## config.mk

```make
export PLATFORM = sky130hd
export DESIGN_NAME = cu_cbfp_ctrl
export DESIGN_NICKNAME = d
export VERILOG_FILES = /design/src/rtl/cbfp_pkg.sv /design/src/rtl/cbfp_ctrl_dly.sv /design/src/rtl/cu_cbfp_ctrl.sv
export SDC_FILE = /design/constraint.sdc
export NUM_CORES = 1
export LEC_CHECK = 0
export ABC_AREA = 1
export CORE_MARGIN = 4
export CORE_UTILIZATION = 60
export CTS_BUF_LIST = sky130_fd_sc_hd__clkbuf_4 sky130_fd_sc_hd__clkbuf_8
export DETAILED_ROUTE_END_ITERATION = 7
export GPL_ROUTABILITY_DRIVEN = 0
export PLACE_DENSITY_LB_ADDON = 0.3
export SYNTH_ARGS = -nofsm -noshare
export SYNTH_HDL_FRONTEND = slang
export SYNTH_HIERARCHICAL = 1
export SYNTH_SLANG_ARGS = --single-unit
```

## constraint.sdc

```tcl
create_clock -name clk -period 4 [get_ports clk]
set_clock_uncertainty 0.2 [all_clocks]
set_input_delay 0.8 -clock clk [delete_from_list [all_inputs] [get_ports clk]]
set_output_delay 0.8 -clock clk [all_outputs]
set_load 0.02 [all_outputs]
```

## src/rtl/cbfp_pkg.sv

```systemverilog
// Shared types and sizing constants for the CBFP control unit and datapath.
package cbfp_pkg;

    typedef enum logic {
        IDLE = 1'b0,
        FILL = 1'b1
    } cbfp_state_e;

    localparam int CBFP_FRAME_CYCLES = 32;
    localparam int CBFP_BLK_CYCLES   = 8;

    // Counter width able to index n positions; never narrower than one bit.
    function automatic int cbfp_cnt_w(input int n);
        return (n > 1) ? $clog2(n) : 1;
    endfunction

    localparam int CBFP_BEAT_W   = cbfp_cnt_w(CBFP_FRAME_CYCLES);
    localparam int CBFP_BLKOFF_W = cbfp_cnt_w(CBFP_BLK_CYCLES);
    localparam int CBFP_BLKIDX_W = cbfp_cnt_w(CBFP_FRAME_CYCLES / CBFP_BLK_CYCLES);

endpackage

```

## src/rtl/cbfp_ctrl_dly.sv

```systemverilog
// Parametrised 1-bit shift register with synchronous active-low reset.
module cbfp_ctrl_dly #(
    parameter int STAGES = 1
) (
    input  logic clk,
    input  logic rstn,
    input  logic d_i,
    output logic q_o
);
    logic [STAGES-1:0] sr_q;

    always_ff @(posedge clk) begin
        if (!rstn) begin
            sr_q <= '0;
        end else begin
            sr_q[0] <= d_i;
            for (int i = 1; i < STAGES; i++) begin
                sr_q[i] <= sr_q[i-1];
            end
        end
    end

    assign q_o = sr_q[STAGES-1];

endmodule

```

## src/rtl/cu_cbfp_ctrl.sv

```systemverilog
// CBFP stage controller: frame fill FSM, block-min strobes and delayed drain/shift schedule.
// Optional build macro CU_CBFP_OVF_ERR_EN enables premature frame-start detection on ovf_err.
module cu_cbfp_ctrl
    import cbfp_pkg::*;
#(
    parameter int FRAME_CYCLES = CBFP_FRAME_CYCLES,
    parameter int BLK_CYCLES   = CBFP_BLK_CYCLES,
    parameter int SHIFT_LAT    = 1
) (
    input  logic clk,
    input  logic rstn,
    input  logic alert_cbfp,
    output logic mag_en,
    output logic min_4s_en,
    output logic min_fin_en,
    output logic mux_sel,
    output logic bit_shift_en,
    output logic [$clog2(FRAME_CYCLES/BLK_CYCLES)-1:0] blk_idx,
    output logic valid_out,
    output logic ovf_err
);
    localparam int CNT_W = cbfp_cnt_w(FRAME_CYCLES);
    localparam int OFF_W = cbfp_cnt_w(BLK_CYCLES);
    localparam logic [CNT_W-1:0] LAST_BEAT = CNT_W'(FRAME_CYCLES - 1);
    localparam logic [OFF_W-1:0] LAST_OFF  = OFF_W'(BLK_CYCLES - 1);

    cbfp_state_e      state_q;
    logic [CNT_W-1:0] cnt_q;
    logic             mag_en_q;
    logic             min_4s_en_q;
    logic             blk_end_q;
    logic             min_fin_en_q;
    logic             last_beat;

    assign last_beat = (state_q == FILL) && (cnt_q == LAST_BEAT);

    // A new frame is taken from IDLE or on the last FILL beat, giving gapless frames.
    always_ff @(posedge clk) begin
        if (!rstn) begin
            state_q  <= IDLE;
            cnt_q    <= '0;
            mag_en_q <= 1'b0;
        end else begin
            case (state_q)
                IDLE: begin
                    if (alert_cbfp) begin
                        state_q  <= FILL;
                        cnt_q    <= '0;
                        mag_en_q <= 1'b1;
                    end
                end
                FILL: begin
                    if (last_beat) begin
                        cnt_q <= '0;
                        if (!alert_cbfp) begin
                            state_q  <= IDLE;
                            mag_en_q <= 1'b0;
                        end
                    end else begin
                        cnt_q <= cnt_q + CNT_W'(1);
                    end
                end
                default: begin
                    state_q  <= IDLE;
                    cnt_q    <= '0;
                    mag_en_q <= 1'b0;
                end
            endcase
        end
    end

    // Block-final minimum latches one cycle after the last 4-sample minimum of the block.
    always_ff @(posedge clk) begin
        if (!rstn) begin
            min_4s_en_q  <= 1'b0;
            blk_end_q    <= 1'b0;
            min_fin_en_q <= 1'b0;
        end else begin
            min_4s_en_q  <= mag_en_q;
            blk_end_q    <= mag_en_q && (cnt_q[OFF_W-1:0] == LAST_OFF);
            min_fin_en_q <= blk_end_q;
        end
    end

    cbfp_ctrl_dly #(.STAGES(BLK_CYCLES + 2)) u_fill_dly (
        .clk  (clk),
        .rstn (rstn),
        .d_i  (mag_en_q),
        .q_o  (bit_shift_en)
    );

    cbfp_ctrl_dly #(.STAGES(SHIFT_LAT)) u_vld_dly (
        .clk  (clk),
        .rstn (rstn),
        .d_i  (bit_shift_en),
        .q_o  (valid_out)
    );

    logic [CNT_W-1:0] dcnt_q, dcnt_d;
    logic             par_q, par_d;

    // Drain position wraps per frame; bank parity never restarts except on reset.
    always_comb begin
        dcnt_d = dcnt_q;
        par_d  = par_q;
        if (bit_shift_en) begin
            dcnt_d = (dcnt_q == LAST_BEAT) ? '0 : dcnt_q + CNT_W'(1);
            if (dcnt_q[OFF_W-1:0] == LAST_OFF) begin
                par_d = ~par_q;
            end
        end
    end

    always_ff @(posedge clk) begin
        if (!rstn) begin
            dcnt_q <= '0;
            par_q  <= 1'b0;
        end else begin
            dcnt_q <= dcnt_d;
            par_q  <= par_d;
        end
    end

`ifdef CU_CBFP_OVF_ERR_EN
    logic ovf_err_q;

    always_ff @(posedge clk) begin
        if (!rstn) begin
            ovf_err_q <= 1'b0;
        end else begin
            ovf_err_q <= alert_cbfp && (state_q == FILL) && !last_beat;
        end
    end

    assign ovf_err = ovf_err_q;
`else
    assign ovf_err = 1'b0;
`endif

    assign mag_en     = mag_en_q;
    assign min_4s_en  = min_4s_en_q;
    assign min_fin_en = min_fin_en_q;
    assign mux_sel    = par_q;
    assign blk_idx    = dcnt_q[CNT_W-1:OFF_W];

endmodule

```

==> flow_summary.toml, run 1 <==
[status]
status = "completed"

[sta]
setup_tns_ns = 0
final.period_utilization = 0.626
timing.final.hold_violations = 0
timing.final.max_slew_violations = 0
shortest_period_the_worst_path_allows_ns = 2.50
layout_setup_ws_ns = 1.50
grt_setup_unrepaired = "false"
fmax_mhz = 400
number_of_setup_violations_in_the_final_report = 0

[cells_and_area]
finalNetCount = 141
largest_register_ffs = 10
registers.top_by_ff_count = "u_fill_dly/sr_q"
antenna_cell_count = 0
top_regs = "u_fill_dly/sr_q (10), cnt_q (5), dcnt_q (5)"
fill_cells = 130
area_delta_synth_final_pct = 9.36
final_layout_size_suffix_gt1_frac = 0.0763

[floorplanning]
rows = 14
floorplan.initialDensity = 0.661
die_w_um = 49.7
floorplan.io_pins = 12
design.die.area_sq_mm = 0.00247
coreArea_sq_mm = 0.00158
die_outline_height_um = 49.7

[grt]
gr_ovfl_total = 0
grt_pass1_vias = 665
global_route.usage.total = 0.141
antenna_found_initial = 0
grt_first_pass_wirelength_um = 2690
grt_max_degree = 17

[worst_setup_path]
cp_slowest_stage_delay_ns = 0.67
crit_family = "buffers and inverters"
crit_path_cell_trace = "clkdlybuf4s50_1"
setup.worst_path.start_class = "flop"
crit_path_top_delay_cell = "clkdlybuf4s50_1"
end_kind = "primary output"
highest_fanout_seen_on_the_critical_path = 10
data_required_time_of_the_worst_path_ns = 3.00
cp_data_arrival_time_ns = 1.50
critPathBufInv = 1
worst-setup-path-type = "flop to primary output"

[power_and_ir_drop]
ir_worst_vdd_mv = 0.276
total_power_mw = 0.415
p_seq_frac = 0.667
p_leak_nw = 0.561
comb_power_share = 0.051
power_density_mw_per_mm2 = 364
p_sw_frac = 0.212
power_report.internal_total_mw = 0.327
p_switching_mw = 0.0880
clock_power_share = 0.282

[flow_run]
max-cap-violations = 0

[detailed_routing]
wl_per_cell_um = 10.5
drt.antenna.violating_nets = 0
drt_drc_violations_left = 0
drt_first_pass_iters = 3
routed_wl_um = 1550
drt_iter0_drcs = 7
routed_via_density = 4.91
via_count = 722

[clock_network]
max-clock-path-buffers = 2
cts_root_buffer = "clkbuf_4"
post_cts.resized_instances = 0
worst_setup_hold_path_clk_slew_ns = 0.12
cts_tree = "yes"
clk-insertion-delay-late_ns = 0.31
cts_num_sinks = 27
postCtsSetupBuffers = 0
cts.htree.levels = 1
cts_hold_repair.buffers = 0
cts-buffers-inserted = 3

[logic_synthesis]
synth-seq-cells = 27
synth.lib_cells_used.distinct = 20
synth.largest_area_cell = "dfxtp_1"
mappedNetlistArea_sq_mm = 0.00104
synthArstFlopShare = 0
synthMostInstantiatedCell = "nand2_1"
dominantRegCellSynth = "dfxtp_1"
synth-edff-count = 0
mappedNetlistNets = 132
synth_common_cells = "28 x nand2_1, 27 x dfxtp_1, 19 x inv_1, 12 x nor2_1, 8 x a21oi_1"
postSynthCellCount = 123
yosysWarnings = 6
syn-mean-instance-area_sq_um = 8.47
ys_seq_area_frac = 0.519
post_synth_main_area_contributors = "dfxtp_1 52%, nand2_1 10%, ha_1 7.2%"
share_of_the_synthesized_area_in_the_top_cell_type = 0.519

[placed_design]
numPortBuffers = 10
dp_hpwl_um = 1160
pre_cts_worst_setup_slack_ns = 1.54

[min_path]
hold_class = "flop to flop"
[per-layer routing]
layer / global-route usage / wire length (um) / vias to the layer above / share of wire
li1: - / - / 389 / -
met1: 0.153 / 691 / 321 / 0.45
met3: 0.0542 / 76 / 0 / 0.049
met4: 0.0276 / 0 / 0 / 0
met2: 0.260 / 780 / 12 / 0.50
met5: 0 / 0 / - / 0
[path summary, 6_finish.rpt]
path	startpoint	endpoint	slack, ns	cells after the start
worst max register to register	cnt_q[0]	cnt_q[1]	2.43	7
worst min-delay path	u_fill_dly/sr_q[7]	u_fill_dly/sr_q[8]	0.22	2
worst max-delay path	u_fill_dly/sr_q[9]	bit_shift_en	1.50	1
worst min register to register	u_fill_dly/sr_q[7]	u_fill_dly/sr_q[8]	0.22	2
[kinds of logic after synthesis]
kind of cell | share of synthesized area
AOI/OAI and AO/OA | 0.0684
xor gates and xnor gates | 0.00840
adders and majority gates | 0.0720
buffers and inverters | 0.122
DFF | 0.519
other | 0.00360
and+or+nand+nor | 0.206
[final cells by class]
cell class	count	area, sq um	share of cell area
clock buffer	4	30.0	0.0263
multi-input combinational	70	374	0.328
sequential	27	541	0.474
tap	16	20.0	0.0176
inverter	20	75.1	0.0659
timing repair buffer	10	100	0.0878
[power by group through the flow]
stage / sequential [mW] / clock, mW / combinational [mW]
after floorplan: 0.284 / 0 / 0.0144
after global placement: 0.282 / 0 / 0.0207
after detailed placement: 0.283 / 0 / 0.0214
after CTS: 0.277 / 0.123 / 0.0215
after global routing: 0.277 / 0.135 / 0.0236
final: 0.277 / 0.117 / 0.0212
[per-stage QoR]
stage | std cells | util | area (sq um) | hold slack (ns)
2_1_floorplan | 123 | - | 1040 | 0.186
3_3_place_gp | 143 | 0.704 | 1110 | 0.193
3_5_place_dp | 143 | 0.704 | 1110 | 0.202
4_1_cts | 147 | 0.723 | 1140 | 0.225
5_1_grt | 147 | 0.723 | 1140 | 0.245
6_report | 147 | 0.723 | 1140 | 0.220
[cells in the final DEF (no fill, tap or decap)]
cell type         n
nor3_2            1
conb_1            1
o21ai_0           3
nor2_1           12
nor2_2            1
dfxtp_1          27
ha_1              6
nand4_1           2
inv_2             1
nand2_1          28
xor2_1            1
a211oi_1          1
nor2_4            1
inv_1            19
a21oi_2           1
clkbuf_4          4
nand3_2           1
a21oi_1           8
nand3_1           3
clkdlybuf4s50_1  10
No activity file was read; power rests on OpenSTA's default activity.
==> run 2: changes to the inputs <==
--- a/config.mk
+++ b/config.mk
@@ -7,7 +7,7 @@
 export LEC_CHECK = 0
 export ABC_AREA = 1
 export CORE_MARGIN = 4
-export CORE_UTILIZATION = 60
+export CORE_UTILIZATION = 51
 export CTS_BUF_LIST = sky130_fd_sc_hd__clkbuf_4 sky130_fd_sc_hd__clkbuf_8
 export DETAILED_ROUTE_END_ITERATION = 7
 export GPL_ROUTABILITY_DRIVEN = 0
==> constraint.sdc (replaced) <==
create_clock -name clk -period 2.1 [get_ports clk]
set_clock_uncertainty 0.2 [all_clocks]
set_input_delay 0.42 -clock clk [delete_from_list [all_inputs] [get_ports clk]]
set_output_delay 0.42 -clock clk [all_outputs]
set_load 0.02 [all_outputs]
==> run 2 against run 1 <==
Effect of this change:
- combinational power grew 94%
- register-to-register slack lost 1.9 ns
- sequential power grew 90%
- routed wire length shrank 9.6%
- die area grew 15%
==> flow_summary.toml, run 2 (synthesis results as in run 1) <==
[status]
status = "completed"

[detailed_routing]
via_count = 724
routed_wl_um = 1400
drt.antenna.violating_nets = 0
drt_first_pass_iters = 4
drt_drc_violations_left = 0
drt_iter0_drcs = 7
wl_per_cell_um = 8.75
routed_via_density = 4.53

[clock_network]
cts_num_sinks = 27
post_cts.resized_instances = 0
max-clock-path-buffers = 2
cts-buffers-inserted = 3
clk-insertion-delay-late_ns = 0.32
cts_tree = "yes"
cts_hold_repair.buffers = 0
cts.htree.levels = 1
worst_setup_hold_path_clk_slew_ns = 0.14
cts_root_buffer = "clkbuf_4"
postCtsSetupBuffers = 0

[cells_and_area]
registers.top_by_ff_count = "u_fill_dly/sr_q"
sequential_cell_area_sq_um = 541
most_frequent_cells_in_the_layout = "28 x nand2_1, 27 x dfxtp_1, 19 x inv_1, 12 x nor2_1, 10 x clkdlybuf4s50_1"
area_delta_synth_final_pct = 12.1
largest_register_ffs = 10
finish.utilization = 0.602
multiInputGateArea_sq_um = 374
finalNetCount = 143
layout.cells.most_common = "nand2_1"
top_regs = "u_fill_dly/sr_q (10), cnt_q (5), dcnt_q (5)"
fill_cells = 186
antenna_cell_count = 0
final_layout_size_suffix_gt1_frac = 0.0902

[worst_setup_path]
cp_data_arrival_time_ns = 1.33
crit_family = "buffers and inverters"
crit_path_top_delay_cell = "clkdlybuf4s50_1"
critPathBufInv = 1
worst-setup-path-type = "flop to primary output"
end_kind = "primary output"
cp_slowest_stage_delay_ns = 0.62
data_required_time_of_the_worst_path_ns = 1.48
highest_fanout_seen_on_the_critical_path = 4
setup.worst_path.start_class = "flop"
crit_path_cell_trace = "clkdlybuf4s50_1"

[min_path]
hold_class = "flop to flop"

[sta]
shortest_period_the_worst_path_allows_ns = 1.95
worst_hold_slack_ns = 0.223
setup_tns_ns = 0
number_of_setup_violations_in_the_final_report = 0
timing.final.max_slew_violations = 0
grt_setup_unrepaired = "false"
timing.final.hold_violations = 0
final.period_utilization = 0.929
fmax_mhz = 512

[power_and_ir_drop]
total_power_mw = 0.790
ir_worst_vdd_mv = 0.468
p_leak_nw = 0.567
power_density_mw_per_mm2 = 676

[floorplanning]
design.die.area_sq_mm = 0.00283
die_outline_height_um = 53.2
floorplan.initialDensity = 0.537
rows = 16
die_w_um = 53.2
coreArea_sq_mm = 0.00194
floorplan.io_pins = 12

[grt]
grt_first_pass_wirelength_um = 2470
antenna_found_initial = 0
grt_pass1_vias = 612
gr_ovfl_total = 0
global_route.usage.total = 0.121
grt_max_degree = 17

[placed_design]
dp_hpwl_um = 1040
numPortBuffers = 10

[flow_run]
max-cap-violations = 0
-- run 2: cell count changes in the layout (fill, tap and decap cells not counted) --
| cell | previous run | this run |
|---|---|---|
| buf_4 | 0 | 2 |
| clkbuf_4 | 4 | 3 |
| clkinvlp_4 | 0 | 1 |
-- run 2: area by class of cell --
class,count,share of cell area
Clock inverter,1,0.00642
Sequential cell,27,0.463
Multi-Input combinational cell,70,0.320
Inverter,20,0.0642
Clock buffer,3,0.0193
Tap cell,27,0.0289
Timing Repair Buffer,12,0.0985
-- run 2: layer usage --
metal / vias up / routed length, um / track usage
met4: 0 / 22 / 0.0638
met2: 11 / 633 / 0.192
met1: 312 / 685 / 0.148
met5: - / 0 / 0
li1: 397 / - / -
met3: 4 / 58 / 0.0338
-- run 2: final timing paths --
| kind | start | end | slack (ns) | depth (start not counted) |
|---|---|---|---|---|
| min reg2reg | blk_end_q | min_fin_en | 0.22 | 2 |
| max | mag_en | mag_en | 0.15 | 1 |
| max reg2reg | cnt_q[0] | mag_en | 0.54 | 7 |
| min | blk_end_q | min_fin_en | 0.22 | 2 |
-- run 2: power breakdown --
group	total [mW]	switching [mW]	internal, mW
Combinational	0.0412	0.0252	0.0160
Clock	0.222	0.149	0.0729
Sequential	0.527	0.00588	0.521
Total	0.790	0.180	0.610
-- run 2: stage by stage --
stage          setup WS (ns)  cell area, sq um  std cells
2_1_floorplan          0.678              1040        123
3_3_place_gp           0.508              1140        156
3_5_place_dp           0.451              1140        156
4_1_cts                0.117              1170        160
5_1_grt               0.0663              1170        160
6_report               0.148              1170        160
==> run 3: changes to the inputs <==
--- a/config.mk
+++ b/config.mk
@@ -6,7 +6,6 @@
 export NUM_CORES = 1
 export LEC_CHECK = 0
 export ABC_AREA = 1
-export CORE_MARGIN = 4
 export CORE_UTILIZATION = 51
 export CTS_BUF_LIST = sky130_fd_sc_hd__clkbuf_4 sky130_fd_sc_hd__clkbuf_8
 export DETAILED_ROUTE_END_ITERATION = 7
==> constraint.sdc (replaced) <==
create_clock -name clk -period 2.1 [get_ports clk]
set_clock_uncertainty 0.2 [all_clocks]
set_input_delay 0.525 -clock clk [delete_from_list [all_inputs] [get_ports clk]]
set_output_delay 0.525 -clock clk [all_outputs]
set_load 0.02 [all_outputs]
==> run 3 against run 2 <==
Effect of this change:
- first-iteration DRC count grew 14%
- power is 1.3% lower
- maximum frequency shrank 2.6%
- final cell count decreased by 0.63%
- sequential power about the same
- worst setup slack got worse by 0.052 ns
- via count up 3.6%
- die area shrank 21%
- sequential share of layout area is 0.30 points lower
- non-clock buffer count rose by 1
- clock power down 6%
==> flow_summary.toml, run 3 (synthesis results as in run 1) <==
[status]
status = "completed"

[clock_network]
cts_root_buffer = "clkbuf_4"
clk-insertion-delay-late_ns = 0.31
max-clock-path-buffers = 2
cts.htree.levels = 1
cts_num_sinks = 27
cts_hold_repair.buffers = 0
cts-buffers-inserted = 3
worst_setup_hold_path_clk_slew_ns = 0.13
cts_tree = "yes"

[cells_and_area]
final_layout_size_suffix_gt1_frac = 0.0970
area_delta_synth_final_pct = 12.8
top_regs = "u_fill_dly/sr_q (10), cnt_q (5), dcnt_q (5)"
final-instance-count-excl-fill = 159
multiInputGateArea_sq_um = 374
antenna_cell_count = 0
finalNetCount = 144
finish.utilization = 0.646
sequential_cell_area_sq_um = 541
largest_register_ffs = 10
layout.cells.most_common = "nand2_1"
most_frequent_cells_in_the_layout = "28 x nand2_1, 27 x dfxtp_1, 19 x inv_1, 12 x nor2_1"
fill_cells = 164
registers.top_by_ff_count = "u_fill_dly/sr_q"

[floorplanning]
die_outline_height_um = 47.2
die_w_um = 47.2
coreArea_sq_mm = 0.00182
floorplan.io_pins = 12
floorplan.initialDensity = 0.573
rows = 15
design.die.area_sq_mm = 0.00223

[sta]
timing.final.hold_violations = 0
timing.final.max_slew_violations = 0
fmax_mhz = 499
number_of_setup_violations_in_the_final_report = 0
grt_setup_unrepaired = "false"
final.period_utilization = 0.954
worst_hold_slack_ns = 0.218
setup_tns_ns = 0
shortest_period_the_worst_path_allows_ns = 2.00

[grt]
grtUsageMet2 = 0.272
gr_ovfl_total = 0
top_usage_layer = "met2"
grt_max_degree = 16
grt_first_pass_wirelength_um = 2310
antenna_found_initial = 0
grt_pass1_vias = 590
global_route.usage.total = 0.150
grtUsageMet1 = 0.164
global_route.usage.met3 = 0.0346

[power_and_ir_drop]
power_density_mw_per_mm2 = 662
total_power_mw = 0.779
power_report.internal_total_mw = 0.609
comb_power_share = 0.056
p_leak_nw = 0.608
p_seq_frac = 0.676
clock_power_share = 0.268
p_switching_mw = 0.170
p_sw_frac = 0.219
ir_worst_vdd_mv = 0.533

[placed_design]
numPortBuffers = 10
placed_insts = 155
dp_hpwl_um = 1190

[worst_setup_path]
highest_fanout_seen_on_the_critical_path = 2
crit_path_top_delay_cell = "clkdlybuf4s50_1"
r2r.worst_path.cells = 7
crit_family = "buffers and inverters"
critical_path_depth = 1
r2r_end = "cnt_q[3]"
cp_slowest_stage_delay_ns = 0.60
worst_setup_path_startpoint = "mux_sel"
setup.worst_path.start_class = "flop"
cp-endpoint = "mux_sel"
cp_data_arrival_time_ns = 1.28
worst-setup-path-type = "flop to primary output"
worst_r2r_startpoint = "cnt_q[0]"
reg2reg_slack_ns = 0.55
critPathBufInv = 1
data_required_time_of_the_worst_path_ns = 1.37
crit_path_cell_trace = "clkdlybuf4s50_1"
end_kind = "primary output"

[detailed_routing]
drt_drc_violations_left = 0
via_count = 750
routed_via_density = 4.72
wl_per_cell_um = 9.69
drt_iter0_drcs = 8
drt_first_pass_iters = 4
drt.antenna.violating_nets = 0
routed_wl_um = 1540

[flow_run]
max-cap-violations = 0

[min_path]
hold_class = "flop to flop"
[run 3: how the worst min path moves through the flow]
| stage | start | endpoint | slack (ns) | depth (start not counted) |
|---|---|---|---|---|
| 6_report | u_fill_dly/sr_q[7] | u_fill_dly/sr_q[8] | 0.22 | 2 |
| 4_1_cts | u_fill_dly/sr_q[7] | u_fill_dly/sr_q[8] | 0.22 | 2 |
| 3_3_place_gp | u_fill_dly/sr_q[5] | u_fill_dly/sr_q[6] | 0.19 | 2 |
| 5_1_grt | u_fill_dly/sr_q[7] | u_fill_dly/sr_q[8] | 0.24 | 2 |
| 3_5_place_dp | u_fill_dly/sr_q[7] | u_fill_dly/sr_q[8] | 0.20 | 2 |
| 2_1_floorplan | u_fill_dly/sr_q[7] | u_fill_dly/sr_q[8] | 0.19 | 2 |
[run 3: worst reg2reg max path, stage by stage, from the launching register on]
cell and delay [ns]:
dfxtp_1 0.37, ha_1 0.23, nand2_1 0.07, nor2_1 0.04
ha_1 0.22, nor2_4 0.18, nand3_2 0.10, a21oi_2 0.11
[run 3: repair_timing]
item,4_1_cts,5_1_grt
setup buffers,0,0
gates resized for setup,0,2
endpoints found under the setup margin,0,2
[run 3: stage by stage]
step | worst slack [ns] | cell area (sq um)
after global placement | 0.378 | 1140
final | 0.0966 | 1180
after detailed placement | 0.352 | 1140
after floorplan | 0.678 | 1040
after global routing | 0.0420 | 1180
after CTS | 0.0178 | 1170
[run 3: layout make-up]
class,instances,share of cell area
multi-input combinational,70,0.318
timing repair buffer,13,0.109
tap,25,0.0266
inverter,20,0.0638
clock buffer,3,0.0191
sequential,27,0.460
clock inverter,1,0.00426
[run 3: routing by layer]
metal	up-vias	routed length (um)
met5	-	0
met4	0	12
met3	2	74
met2	17	793
met1	336	660
li1	395	-
[run 3: power groups by stage]
stage | sequential (mW) | combinational (mW) | clock, mW
floorplan | 0.540 | 0.0275 | 0
global placement | 0.538 | 0.0427 | 0
global route | 0.528 | 0.0474 | 0.236
finish | 0.527 | 0.0433 | 0.209
detailed placement | 0.538 | 0.0437 | 0
CTS | 0.527 | 0.0442 | 0.216
